File: config.mk
export PLATFORM = sky130hd
export DESIGN_NAME = balanca_tara_media_flat
export DESIGN_NICKNAME = d
export VERILOG_FILES = /design/src/rtl/balanca_tara_media_if.sv /design/src/rtl/balanca_tara_media.sv /design/src/flat_wrapper.sv
export SDC_FILE = /design/constraint.sdc
export NUM_CORES = 1
export LEC_CHECK = 0
export CAP_MARGIN = 0
export CORE_MARGIN = 8
export CORE_UTILIZATION = 60
export CTS_CLUSTER_SIZE = 40
export DETAILED_ROUTE_END_ITERATION = 16
export PLACE_DENSITY = 0.79
export SLEW_MARGIN = 10
export SYNTH_ARGS = -nofsm -noshare
export SYNTH_HDL_FRONTEND = slang
export SYNTH_SLANG_ARGS = --single-unit
File: constraint.sdc
create_clock -name clk -period 18.4 [get_ports clk]
set_clock_uncertainty 0.2 [all_clocks]
set_input_delay 3.68 -clock clk [delete_from_list [all_inputs] [get_ports clk]]
set_output_delay 3.68 -clock clk [all_outputs]
set_load 0.01 [all_outputs]
File: src/rtl/balanca_tara_media_if.sv
// balanca_tara_media_if: sample, tare-request and net-weight signals of the scale stage
interface balanca_tara_media_if #(parameter int LARGURA = 16);
  logic               amostra_valida;
  logic [LARGURA-1:0] entrada;
  logic               tarar;
  logic               zerar_tara;
  logic [LARGURA-1:0] resultado;
  logic               resultado_valido;
  logic               negativo;
  logic               estavel;
  logic [LARGURA-1:0] tara_atual;
  logic               ocupado;
  logic               tara_erro;
  modport master (
    output amostra_valida, entrada, tarar, zerar_tara,
    input  resultado, resultado_valido, negativo, estavel, tara_atual, ocupado, tara_erro
  );
  modport slave (
    input  amostra_valida, entrada, tarar, zerar_tara,
    output resultado, resultado_valido, negativo, estavel, tara_atual, ocupado, tara_erro
  );
endinterface

File: src/rtl/balanca_tara_media.sv
// balanca_tara_media: moving-average scale with stability detect and tare capture; BALANCA_SATURA_EN clamps negative net weight to 0
module balanca_tara_media #(
  parameter int LARGURA        = 16,
  parameter int LOG2_PROF      = 3,
  parameter int LIMIAR         = 4,
  parameter int CICLOS_ESTAVEL = 4,
  parameter int TIMEOUT        = 64
) (
  input logic clk,
  input logic rst_n,
  balanca_tara_media_if.slave bus
);
  localparam int PROF = 1 << LOG2_PROF;
  localparam int SW   = LARGURA + LOG2_PROF;
  localparam int CW   = $clog2(CICLOS_ESTAVEL + 1);
  localparam int TW   = $clog2(TIMEOUT + 1);
  localparam logic [LOG2_PROF:0]   CHEIO   = (LOG2_PROF + 1)'(PROF);
  localparam logic [CW-1:0]        EST_MAX = CW'(CICLOS_ESTAVEL);
  localparam logic [TW-1:0]        TO_MAX  = TW'(TIMEOUT);
  localparam logic [LARGURA-1:0]   LIM     = LARGURA'(LIMIAR);
  typedef enum logic [1:0] {OCIOSO, AGUARDA, CAPTURA} estado_t;
  logic [LARGURA-1:0] amostras [PROF];
  logic [LOG2_PROF-1:0] ptr;
  logic [LOG2_PROF:0] cheios;
  logic [SW-1:0] soma, soma_nova;
  logic [LARGURA-1:0] media, media_nova, desvio, saida;
  logic [LARGURA:0] liquido;
  logic [CW-1:0] cont_est;
  logic [TW-1:0] cont_to, cont_to_next;
  estado_t estado, estado_next;
  logic cheio, estavel_int, erro_next;
  assign cheio       = cheios == CHEIO;
  assign soma_nova   = soma + SW'(bus.entrada) - SW'(amostras[ptr]);
  assign media       = soma[SW-1:LOG2_PROF];
  assign media_nova  = soma_nova[SW-1:LOG2_PROF];
  assign desvio      = bus.entrada >= media ? bus.entrada - media : media - bus.entrada;
  assign liquido     = {1'b0, media_nova} - {1'b0, bus.tara_atual};
  assign estavel_int = cheio && cont_est == EST_MAX;
  assign bus.estavel = estavel_int;
  assign bus.ocupado = estado != OCIOSO;
`ifdef BALANCA_SATURA_EN
  assign saida = liquido[LARGURA] ? '0 : liquido[LARGURA-1:0];
`else
  assign saida = liquido[LARGURA-1:0];
`endif
  // sample buffer, running sum, stability counter and net-weight output register
  always_ff @(posedge clk or negedge rst_n) begin
    if (!rst_n) begin
      for (int i = 0; i < PROF; i++) amostras[i] <= '0;
      ptr                  <= '0;
      cheios               <= '0;
      soma                 <= '0;
      cont_est             <= '0;
      bus.resultado        <= '0;
      bus.resultado_valido <= 1'b0;
      bus.negativo         <= 1'b0;
    end else begin
      bus.resultado_valido <= 1'b0;
      if (bus.amostra_valida) begin
        amostras[ptr] <= bus.entrada;
        soma          <= soma_nova;
        ptr           <= ptr + 1'b1;
        if (!cheio) cheios <= cheios + 1'b1;
        if (cheio) cont_est <= desvio > LIM ? '0 : cont_est == EST_MAX ? cont_est : cont_est + 1'b1;
        if (cheio || cheios == CHEIO - 1'b1) begin
          bus.resultado_valido <= 1'b1;
          bus.resultado        <= saida;
          bus.negativo         <= liquido[LARGURA];
        end
      end
    end
  end
  // tare FSM next state: zero request overrides everything, timeout counts accepted samples while waiting
  always_comb begin
    estado_next  = estado;
    cont_to_next = cont_to;
    erro_next    = 1'b0;
    if (bus.zerar_tara) begin
      estado_next  = OCIOSO;
      cont_to_next = '0;
    end else begin
      case (estado)
        OCIOSO: if (bus.tarar) begin
          estado_next  = AGUARDA;
          cont_to_next = '0;
        end
        AGUARDA: if (estavel_int) estado_next = CAPTURA;
        else if (bus.amostra_valida) begin
          cont_to_next = cont_to + 1'b1;
          if (cont_to_next == TO_MAX) begin
            estado_next = OCIOSO;
            erro_next   = 1'b1;
          end
        end
        default: estado_next = OCIOSO;
      endcase
    end
  end
  // tare FSM state, timeout counter, stored tare and error pulse
  always_ff @(posedge clk or negedge rst_n) begin
    if (!rst_n) begin
      estado         <= OCIOSO;
      cont_to        <= '0;
      bus.tara_erro  <= 1'b0;
      bus.tara_atual <= '0;
    end else begin
      estado         <= estado_next;
      cont_to        <= cont_to_next;
      bus.tara_erro  <= erro_next;
      bus.tara_atual <= bus.zerar_tara ? '0 : estado == CAPTURA ? media : bus.tara_atual;
    end
  end
endmodule

File: src/flat_wrapper.sv
// flat-port wrapper written by rule: the top's interface ports become plain ports
module balanca_tara_media_flat 
#(
  parameter int LARGURA        = 16,
  parameter int LOG2_PROF      = 3,
  parameter int LIMIAR         = 4,
  parameter int CICLOS_ESTAVEL = 4,
  parameter int TIMEOUT        = 64
)
  (clk, rst_n, bus_amostra_valida, bus_entrada, bus_tarar, bus_zerar_tara, bus_resultado, bus_resultado_valido, bus_negativo, bus_estavel, bus_tara_atual, bus_ocupado, bus_tara_erro);
  balanca_tara_media_if #(.LARGURA(LARGURA)) bus_i ();
  input logic clk;
  input logic rst_n;
  input wire logic [$bits(bus_i.amostra_valida)-1:0] bus_amostra_valida;
  input wire logic [$bits(bus_i.entrada)-1:0] bus_entrada;
  input wire logic [$bits(bus_i.tarar)-1:0] bus_tarar;
  input wire logic [$bits(bus_i.zerar_tara)-1:0] bus_zerar_tara;
  output wire logic [$bits(bus_i.resultado)-1:0] bus_resultado;
  output wire logic [$bits(bus_i.resultado_valido)-1:0] bus_resultado_valido;
  output wire logic [$bits(bus_i.negativo)-1:0] bus_negativo;
  output wire logic [$bits(bus_i.estavel)-1:0] bus_estavel;
  output wire logic [$bits(bus_i.tara_atual)-1:0] bus_tara_atual;
  output wire logic [$bits(bus_i.ocupado)-1:0] bus_ocupado;
  output wire logic [$bits(bus_i.tara_erro)-1:0] bus_tara_erro;
  assign bus_i.amostra_valida = bus_amostra_valida;
  assign bus_i.entrada = bus_entrada;
  assign bus_i.tarar = bus_tarar;
  assign bus_i.zerar_tara = bus_zerar_tara;
  assign bus_resultado = bus_i.resultado;
  assign bus_resultado_valido = bus_i.resultado_valido;
  assign bus_negativo = bus_i.negativo;
  assign bus_estavel = bus_i.estavel;
  assign bus_tara_atual = bus_i.tara_atual;
  assign bus_ocupado = bus_i.ocupado;
  assign bus_tara_erro = bus_i.tara_erro;
  balanca_tara_media #(.LARGURA(LARGURA), .LOG2_PROF(LOG2_PROF), .LIMIAR(LIMIAR), .CICLOS_ESTAVEL(CICLOS_ESTAVEL), .TIMEOUT(TIMEOUT)) u_core (.clk(clk), .rst_n(rst_n), .bus(bus_i));
endmodule
== Word level (Yosys, flattened, before mapping) ==
Index checks and enable logic that the tools add are counted.

* Register bits: 201
* Input bits: 21
* Output and inout bits: 37
* Logic and storage cells: 87

* Add/subtract/negate cells: 9
* Magnitude comparators: 4
* Equality and inequality tests: 12
* Muxes and demuxes: 29
* Bitwise operators: 2
* Reductions and logical operators: 12

{| class="wikitable"
|+ Operators by type and width
! operator !! number
|-
| bitwise mux 128 bit || 1
|-
| 2-to-1 mux 16 bit || 6
|-
| binary-select mux 16 bit (select 3 bit) || 1
|-
| demux 16 bit (select 3 bit) || 1
|-
| subtractor 16 bit || 2
|-
| 2-to-1 mux 7 bit || 4
|-
| adder 19 x 16 -> 19 bit || 1
|-
| subtractor 19 x 16 -> 19 bit || 1
|-
| subtractor 16 x 16 -> 17 bit || 1
|-
| greater-or-equal comparator 16 bit || 1
|-
| > comparator 16 x 3 -> 1 bit, second input constant || 1
|-
| case mux 7 bit (2 select lines) || 1
|-
| 2-to-1 mux 2 bit || 5
|-
| inequality test 3 bit, second input constant || 3
|-
| adder 7 x 1 -> 7 bit, second input constant || 1
|-
| equality test 7 bit, second input constant || 1
|-
| 2-to-1 mux 1 bit || 7
|-
| adder 3 x 1 -> 3 bit, second input constant || 2
|-
| 2-to-1 mux 3 bit || 2
|-
| AND reduction 3 bit || 2
|-
| adder 4 x 1 -> 4 bit, second input constant || 1
|-
| equality test 4 x 3 -> 1 bit, second input constant || 1
|-
| equality test 4 bit, second input constant || 1
|-
| greater-or-equal comparator 4 bit, second input constant || 1
|-
| 17 further kinds || 20
|}

== Logic depth before layout (Yosys ltp) ==
Gate-level depths: netlist of the first run.

* Depth after elaboration: 7
* Mapped depth: 25

== Worst setup path before layout of the first run ==
No wires, ideal clock.

* Kind: input to register
* Start: input bus_entrada[1]
* End: register u_core.bus.resultado[15]
* Setup time: 0.095 ns
* Arrival: 7.801 ns
* Required time: 18.105 ns
* Setup slack: 10.303 ns
* Cell stages on the path: 20
* Path buffers: 0
* Cell sequence: inv_1 fa_1 inv_1 ha_1 a21o_1 a21oi_1 o21ai_1 a221o_1 a211o_1 a31o_2 a21oi_1 xnor2_1 ha_1 or2_2 o31ai_1 a31oi_1 a41o_1 o21a_1 o21a_1 o31ai_1

* Word-level cells in the longest chain between the ends: 3

{| class="wikitable"
|+ Ends and longest elaborated chain
! item !! RTL line !! text
|-
| start, declared || flat_wrapper.sv:15 || <nowiki>input wire logic [$bits(bus_i.entrada)-1:0] bus_entrada;</nowiki>
|-
| adder 19 x 16 -> 19 bit || balanca_tara_media.sv:33 || <nowiki>assign soma_nova = soma + SW'(bus.entrada) - SW'(amostras[ptr]);</nowiki>
|-
| subtractor 19 x 16 -> 19 bit || balanca_tara_media.sv:33 ||
|-
| named net u_core.soma_nova[13] || balanca_tara_media.sv:25 || <nowiki>logic [SW-1:0] soma, soma_nova;</nowiki>
|-
| subtractor 16 x 16 -> 17 bit || balanca_tara_media.sv:37 || <nowiki>assign liquido = {1'b0, media_nova} - {1'b0, bus.tara_atual};</nowiki>
|-
| end signal, assigned || balanca_tara_media.sv:67 || <nowiki>bus.resultado <= saida;</nowiki>
|-
| end, declared || balanca_tara_media_if.sv:20 || <nowiki>output resultado, resultado_valido, negativo, estavel, tara_atual, ocupado, tara_erro</nowiki>
|}

The timed path passes the listed nets, and every way through them passes these cells.
A chain may end at the register's enable or synchronous reset.

== Final worst setup path of the first run ==
Ends and elaborated chain as after synthesis.

==> results of run 1 <==
Yosys cell counts, drive strengths merged, types with 3 or more instances:
cell       n  area [sq um]
o21a       8         60.06
nor3      21         110.1
and2       4         25.02
nor4       4         25.02
o22ai      4         31.28
ha        72         900.9
nor4b      3         41.29
or3        5         41.29
dfrtp    201          5030
o211ai     6         45.04
mux2i      6         60.06
nand2    170         643.1
o31ai      6         45.04
a31oi      8         50.05
o2111ai    4         35.03
a211o      4         35.03
mux2      84         945.9
nor2      35         136.4
mux4      32         720.7
and3       6         37.54
a21oi     78         412.9
nand3b     4         33.78
a21o      20         150.1
nand2b    17         106.4
buf       21         120.1
nor2b      8         50.05
inv      107         401.6
nand4      9         56.30
nor3b      3         22.52
nand3     16         80.08
nand4b     5         43.79
o21ai    127         646.9
o21bai     4         30.03
and3b      3         26.28
fa        19         380.4
or2        6         37.54
xnor2     30         262.8
a211oi     7         57.55
a221o      3         30.03
clkbuf    36         136.4
xor2      10         87.58
kinds of logic after synthesis:
| logic type | count (synthesis) | share of synthesized area (%) |
|---|---|---|
| buf+inv | 164 | 5.298 |
| fa+ha+maj | 91 | 10.31 |
| compound gates | 300 | 14.68 |
| simple gates | 323 | 12.50 |
| flops | 201 | 40.49 |
| mux | 122 | 13.90 |
| xor+xnor | 40 | 2.820 |
sequential cells by signal, summed over array words and instances, names as in the netlist:
name	count
u_core.amostras	128
u_core.soma	19
u_core.bus.resultado	16
u_core.bus.tara_atual	16
u_core.cont_to	7
u_core.cheios	4
u_core.cont_est	3
u_core.ptr	3
u_core.estado	2
u_core.bus.negativo	1
u_core.bus.resultado_valido	1
u_core.bus.tara_erro	1
cell type report:
| class | count | area [sq um] |
|---|---|---|
| Fill cell | 1559 | 6296 |
| Clock buffer | 30 | 641.9 |
| Timing Repair Buffer | 71 | 674.4 |
| Clock inverter | 9 | 151.4 |
| Tap cell | 270 | 337.8 |
| Inverter | 107 | 401.6 |
| Sequential cell | 201 | 5031 |
| Multi-Input combinational cell | 876 | 6765 |
routing by layer:
layer	vias to the layer above	share of wire, %
met1	4710	43
met2	290	48
li1	4429	-
met4	0	2.9
met3	61	6.2
met5	-	0
cells in the final DEF (no fill, tap or decap), types with 5 or more instances in the layout:
cell type	synthesis	layout
sky130_fd_sc_hd__a21oi_1	74	74
sky130_fd_sc_hd__o21a_1	8	8
sky130_fd_sc_hd__o211ai_1	6	6
sky130_fd_sc_hd__inv_1	107	107
sky130_fd_sc_hd__nand4b_1	5	5
sky130_fd_sc_hd__fa_1	19	19
sky130_fd_sc_hd__a21o_1	20	20
sky130_fd_sc_hd__nor2_1	33	33
sky130_fd_sc_hd__and3_1	6	6
sky130_fd_sc_hd__mux2i_1	6	6
sky130_fd_sc_hd__or2_2	6	6
sky130_fd_sc_hd__nand4_1	9	9
sky130_fd_sc_hd__o21ai_0	120	120
sky130_fd_sc_hd__xor2_1	10	10
sky130_fd_sc_hd__mux2_2	84	84
sky130_fd_sc_hd__o31ai_1	6	6
sky130_fd_sc_hd__a211oi_1	6	6
sky130_fd_sc_hd__nand2b_1	17	17
sky130_fd_sc_hd__nor3_1	20	18
sky130_fd_sc_hd__nand3_1	16	16
sky130_fd_sc_hd__clkbuf_16	0	23
sky130_fd_sc_hd__clkbuf_8	0	5
sky130_fd_sc_hd__buf_4	3	14
sky130_fd_sc_hd__clkdlybuf4s50_1	0	55
sky130_fd_sc_hd__xnor2_1	30	30
sky130_fd_sc_hd__mux4_2	32	32
sky130_fd_sc_hd__a31oi_1	8	8
sky130_fd_sc_hd__nand2_1	168	168
sky130_fd_sc_hd__ha_1	72	72
sky130_fd_sc_hd__nor2b_1	8	8
sky130_fd_sc_hd__dfrtp_1	201	200
worst max-delay path, stage by stage:
cell,delay (ps)
sky130_fd_sc_hd__clkdlybuf4s50_1,650
sky130_fd_sc_hd__inv_1,230
sky130_fd_sc_hd__fa_1,630
sky130_fd_sc_hd__inv_1,60
sky130_fd_sc_hd__ha_1,280
sky130_fd_sc_hd__a21o_1,180
sky130_fd_sc_hd__a21oi_1,210
sky130_fd_sc_hd__o21ai_1,110
sky130_fd_sc_hd__a221o_1,350
sky130_fd_sc_hd__a211o_1,300
sky130_fd_sc_hd__a31o_2,230
sky130_fd_sc_hd__a21oi_1,160
sky130_fd_sc_hd__xnor2_1,170
sky130_fd_sc_hd__ha_1,290
sky130_fd_sc_hd__or2_2,320
sky130_fd_sc_hd__o31ai_1,70
sky130_fd_sc_hd__a31oi_1,120
sky130_fd_sc_hd__a41o_1,290
sky130_fd_sc_hd__o21a_1,180
sky130_fd_sc_hd__o21a_1,160
sky130_fd_sc_hd__o31ai_1,220
final timing paths:
| check | cells past startpoint | slack (ps) | from | to |
|---|---|---|---|---|
| hold reg to reg | 2 | 270 | u_core.amostras[3] | u_core.amostras[3] |
| max in group asynchronous | 2 | 13700 | rst_n | u_core.ptr[0] |
| min in group asynchronous | 1 | 2960 | rst_n | u_core.amostras[70] |
| hold / removal | 2 | 270 | u_core.amostras[3] | u_core.amostras[3] |
| setup reg to reg | 20 | 12110 | u_core.ptr[0] | u_core.bus.resultado[15] |
| setup / recovery | 21 | 9720 | bus_entrada[1] | u_core.bus.resultado[15] |
metrics by stage:
step           instances  cell area, sq um  hold slack (ps)
5_1_grt             1564             14000            298.2
3_3_place_gp        1525             13200            256.0
3_5_place_dp        1525             13200            265.3
4_1_cts             1564             14000            277.4
2_1_floorplan       1241             12420            244.6
6_report            1564             14000            273.0
==> results.md, run 1 <==
- The final period utilization is 47.17%.
- Cells fill 68.98% of the core in the end.
- The worst setup slack before clock tree synthesis is 9230 ps.
- The maximum clock insertion buffer count is 3.
- The primary flip-flop cell chosen by synthesis mapping is sky130_fd_sc_hd__dfrtp_1.
- The final layout net count is 1,392.
- The number of hold-slack violations in the final timing report is 0.
- Of all flip-flops after synthesis, the portion carrying an async set or reset was 100.0%.
- The synthesized design contains 0 enable-type register cells.
- The vias per cell is 6.068.
- The layer flagged by global routing as most heavily used is met2.
- The clock latency on the worst-skew pair is 510 ps.
- The total congestion overflow after global routing is 0.
- Clock tree synthesis found a total of 201 sinks.
- The final critical path time including I/O delays and setup is 8680 ps.
- The normalized max-slew margin is 24.67%.
- The number of diodes added for antenna fixing is 0.
- The first-pass GRT wire length is 50,540 um.
- Entering global routing, the biggest net connects 72 pins.
- For this run, global-route usage on met2 was measured as 40.02%.
- The number of buffers added by the clock tree synthesis step is 23.
- The critical path data required time is 18,620 ps.
- Setup repair after global routing left no endpoint under its margin.
- The final route contains 9,490 vias.
- The maximum fanout encountered on the critical timing path is 7.
- After synthesis the cells add up to 0.01242 sq mm.
- For this run, the number of Yosys warnings is 0.
- The endpoint class of the critical path is a register.
- The post-synthesis net count is 1,353.
- In the final layout, the share of cells above drive strength 1 is 15.69%.
- Data arrives at the worst endpoint at 8900 ps.
- The flop and latch count out of synthesis is 201.
- The wire-length estimate of the detail-placed layout is 22,470 um.
- The I/O pin total is 58.
- At the pin with the least slew margin, the transition time is 1128 ps.
- The first detailed-routing pass ran for 5 iterations.
- For this run, the top clock speed supported by timing is 115.2 MHz.
- In this run, post-CTS hold repair placed 0 buffers.
- The vertical extent of the die is 159.9 um.
- The congestion estimate from routability-driven global placement came to 1.009.
- The wire length per cell is 19.51 um.
- The die area is 0.02556 sq mm.
- TritonCTS built the clock tree.
- Once the clock tree was built, the setup fixing pass inserted 0 buffers.
- The number of DRC violations after detailed routing is 0.
- The aggregate global-route resource usage is 24.09%.
- The level count of the clock H-tree is 1.
- The cell at the root of the clock tree is sky130_fd_sc_hd__clkbuf_16.
- Buffers placed on the I/O ports in this run total 57.
- The core outline area is 0.02030 sq mm.
- The met3 usage in global routing is 4.267%.
- The number of distinct library cells after synthesis is 77.
- Relative to the synthesized area, the layout overhead comes to 12.73%.
- The count of final max-slew check failures is 0.
- Row generation in the floorplan step produced 52 rows.
- The critical path is of the input pin to register type.
- Max-cap violations in this run came to 0.
- The worst-case setup margin in the final layout is 9720 ps.
- Setup violations remaining at the end of the flow were counted as 0.
- Post-CTS repair changed the size of 0 cells.
- The number of antenna violations at the first check in global routing is 0.
- The via count of the first global-routing pass was 9,674.
- The die width is 159.9 um.
- For this run, global-route usage on met1 was measured as 31.76%.
- The share of the Yosys chip area taken by registers is 40.49%.
- The worst hold path belongs to the class register to register.
- The number of instances in the synthesized netlist is 1,241.
- Setup total negative slack on the finished layout was measured at 0 ps.
- Once the floorplan was initialized, standard cells occupied 61.19% of the core.
- The per-instance average area after synthesis is 10.01 sq um.
- The sum of routed wire length over all layers is 30,510 um.
- The run finished with clean final reports.
- The worst setup path is launched from an input pin.
- In this run the remaining antenna-violating nets after routing total 0.
- The number of DRC violations after detailed-routing iteration 0 is 589.
- Clock-pin slew was measured on the worst setup and hold paths at 60 ps.
Power of run 1 is left out: the tool's default activity adds up to more than one toggle a clock period on the data nets, which glitch-free logic cannot reach.
==> run 2, diff against run 1 <==
Settings changed: CORE_UTILIZATION 60 to 56, PLACE_DENSITY 0.79 to 0.78.
Clock period 18.4 ns to 7.2 ns, I/O delays scaled along.
==> results.md, run 2 (synthesized netlist as in run 1, its figures left out) <==
- The cell row count is 54 (+3.8%).
- The data arrival time at the worst-slack endpoint is 6580 ps (-2320 ps).
- The number of antenna violations at the first check in global routing is 0 (unchanged).
- The count of final max-slew check failures is 0 (unchanged).
- In the layout the commonest cells are sky130_fd_sc_hd__dfrtp_1, sky130_fd_sc_hd__nand2_1, sky130_fd_sc_hd__o21ai_0, sky130_fd_sc_hd__inv_1, sky130_fd_sc_hd__mux2_2.
- The launching instance or port of the critical path is bus_entrada[1].
- The final layout net count is 1,394 (+0.14%).
- The core outline area came to 0.02182 sq mm (+7.5%).
- The number of buffers added by the clock tree synthesis step is 23 (unchanged).
- The number of hold-slack violations in the final timing report came to 0 (unchanged).
- The number of diodes added for antenna fixing came to 0 (unchanged).
- The aggregate global-route resource usage was 23.12% (-0.97 points).
- The area growth from synthesis to layout is 12.25%.
- For the finished layout, the period the worst path requires is 6354 ps.
- The flip-flop count of the largest register, all copies and words added is 128 (unchanged).
- The number of hold buffers added after CTS is 0 (unchanged).
- The clock transition at the registers of the reported paths is 60 ps (about the same).
- Leaving out fill and tap cells, the most frequent cell in the layout is sky130_fd_sc_hd__dfrtp_1.
- The worst setup path is launched from an input pin.
- The maximum clock insertion buffer count is 3 (unchanged).
- In this run the critical register-to-register path is launched from u_core.ptr[0].
- TritonCTS built the clock tree.
- The class of the worst hold path is register to register.
- The worst setup slack before clock tree synthesis is 348.7 ps (-8881 ps).
- The vertical extent of the die was 164.9 um (+3.2%).
- The wire length per cell is 19.59 um (+0.43%).
- The number of buffers inserted by post-CTS setup repair is 0 (unchanged).
- In the finished design, the share of the clock period the worst path needs comes to 88.24%.
- The die area was 0.02720 sq mm (+6.4%).
- The share of final-layout standard cells stronger than drive strength 1 is 15.60% (-0.089 points).
- The total number of vias is 9,589 (+1.0%).
- The last weighted congestion value of the routability-driven placer is 0.9750 (-3.4%).
- The clock latency on the worst-skew pair was 510 ps (about the same).
- The endpoint class of the critical path is a register.
- The startpoint identified for the worst hold timing path is u_core.amostras[11].
- The flow ran to the end, and the final reports show no timing, DRC or antenna violations.
- The vias per cell was 6.088 (+0.34%).
- The I/O pin total is 58 (unchanged).
- The total setup violations reported at the end of the flow is 0 (unchanged).
- The instance area after placement was 0.01323 sq mm (+0.21%).
- The register-to-register setup slack is 970 ps (-11,140 ps).
- The sum of routed wire length over all layers was 30,860 um (+1.1%).
- The first-pass GRT wire length came to 50,120 um (-0.82%).
- The slew at the pin closest to its max-slew limit is 858.3 ps (-269.4 ps).
- The via count of the first global-routing pass is 9,504 (-1.8%).
- The largest net degree at the start of global routing is 93 (+29%).
- The level count of the clock H-tree was 1 (unchanged).
- The total of cells resized after clock tree synthesis is 0 (unchanged).
- The number of DRC violations after detailed-routing iteration 0 is 663 (+13%).
- The normalized max-slew margin was 42.53% (+18 points).
- The detailed-routing iteration count for the pre-antenna-repair pass came to 7 (+2).
- The critical path data required time is 7430 ps (-11,190 ps).
- The critical path is of the input pin to register type.
- The final antenna-violating net count is 0 (unchanged).
- The total clock sinks is 201 (unchanged).
- The die width is 164.9 um (+3.2%).
- The maximum fanout encountered on the critical timing path came to 7 (unchanged).
- The aggregate negative setup slack is 0 ps (unchanged).
- The post-DP HPWL is 22,610 um (+0.59%).
- Setup repair after global routing left no endpoint under its margin.
- In this run the clock root is driven by a sky130_fd_sc_hd__clkbuf_16.
- The worst-case setup margin in the final layout is 846.5 ps (-8874 ps).
- The post-route standard cell area excluding fillers is 0.01394 sq mm (-0.43%).
- The largest registers in the layout are u_core.amostras: 128 flops, u_core.soma: 19 flops.
- The number of DRC violations after detailed routing came to 0 (unchanged).
- The effective utilization at floorplan is 56.92% (-4.3 points).
- The total of buffers placed on input and output ports is 57 (unchanged).
- The number of maximum-capacitance violations was 0 (unchanged).
- The register bank with the most flops is u_core.amostras.
- Derived from the worst setup path, the maximum achievable clock frequency is 157.4 MHz.
- The total congestion overflow after global routing was 0 (unchanged).
-- run 2: worst paths after layout --
path / to / depth (start not counted)
setup / recovery: u_core.bus.resultado[15] / 21
hold / removal: u_core.amostras[11] / 2
setup reg to reg: u_core.bus.resultado[15] / 19
hold reg to reg: u_core.amostras[11] / 2
max in group asynchronous: u_core.ptr[0] / 2
min in group asynchronous: u_core.amostras[54] / 1
-- run 2: cell type report --
class,count,area [sq um]
flip-flops and latches,201,5031
clock inverters,5,57.56
fillers,1750,7880
multi-input cells,876,6760
clock buffers,33,653.1
inverters,107,401.6
repair buffers,73,689.4
well taps,280,350.3
-- run 2: worst max-delay path, stage by stage --
cell and delay, ps:
sky130_fd_sc_hd__clkdlybuf4s50_1 500, sky130_fd_sc_hd__inv_1 160, sky130_fd_sc_hd__fa_1 620, sky130_fd_sc_hd__inv_1 60, sky130_fd_sc_hd__ha_1 300, sky130_fd_sc_hd__a21o_1 170
sky130_fd_sc_hd__a21oi_1 240, sky130_fd_sc_hd__o21ai_1 110, sky130_fd_sc_hd__a221o_1 350, sky130_fd_sc_hd__a211o_1 310, sky130_fd_sc_hd__a31o_2 240, sky130_fd_sc_hd__a21oi_1 170
sky130_fd_sc_hd__xnor2_1 200, sky130_fd_sc_hd__ha_1 310, sky130_fd_sc_hd__or2_2 320, sky130_fd_sc_hd__o31ai_1 80, sky130_fd_sc_hd__a31oi_1 130, sky130_fd_sc_hd__a41o_1 300
sky130_fd_sc_hd__o21a_1 180, sky130_fd_sc_hd__o21a_1 170, sky130_fd_sc_hd__o31ai_1 220
-- run 2: layer usage --
layer | track usage [%] | vias up | part of all wire (%)
li1 | - | 4431 | -
met1 | 31.04 | 4765 | 44
met2 | 37.98 | 325 | 47
met3 | 3.714 | 68 | 5.5
met4 | 7.043 | 0 | 2.8
met5 | 0 | - | 0
-- run 2: through the flow --
| stage | hold slack, ps | instances | util, % |
|---|---|---|---|
| 3_5_place_dp | 265.0 | 1537 | 60.62 |
| 5_1_grt | 300.3 | 1575 | 63.89 |
| 2_1_floorplan | 244.6 | 1241 | - |
| 3_3_place_gp | 257.5 | 1537 | 60.62 |
| 4_1_cts | 277.6 | 1575 | 63.88 |
| 6_report | 277.0 | 1575 | 63.89 |
Power of run 2 is left out for the same reason.
==> run 3, diff against run 2 <==
Settings changed: ABC_CLOCK_PERIOD_IN_PS set to 7200.
==> results of run 3 <==
Final layout, timing and power as in run 2 (identical DEF).
Power of run 3 is left out for the same reason.
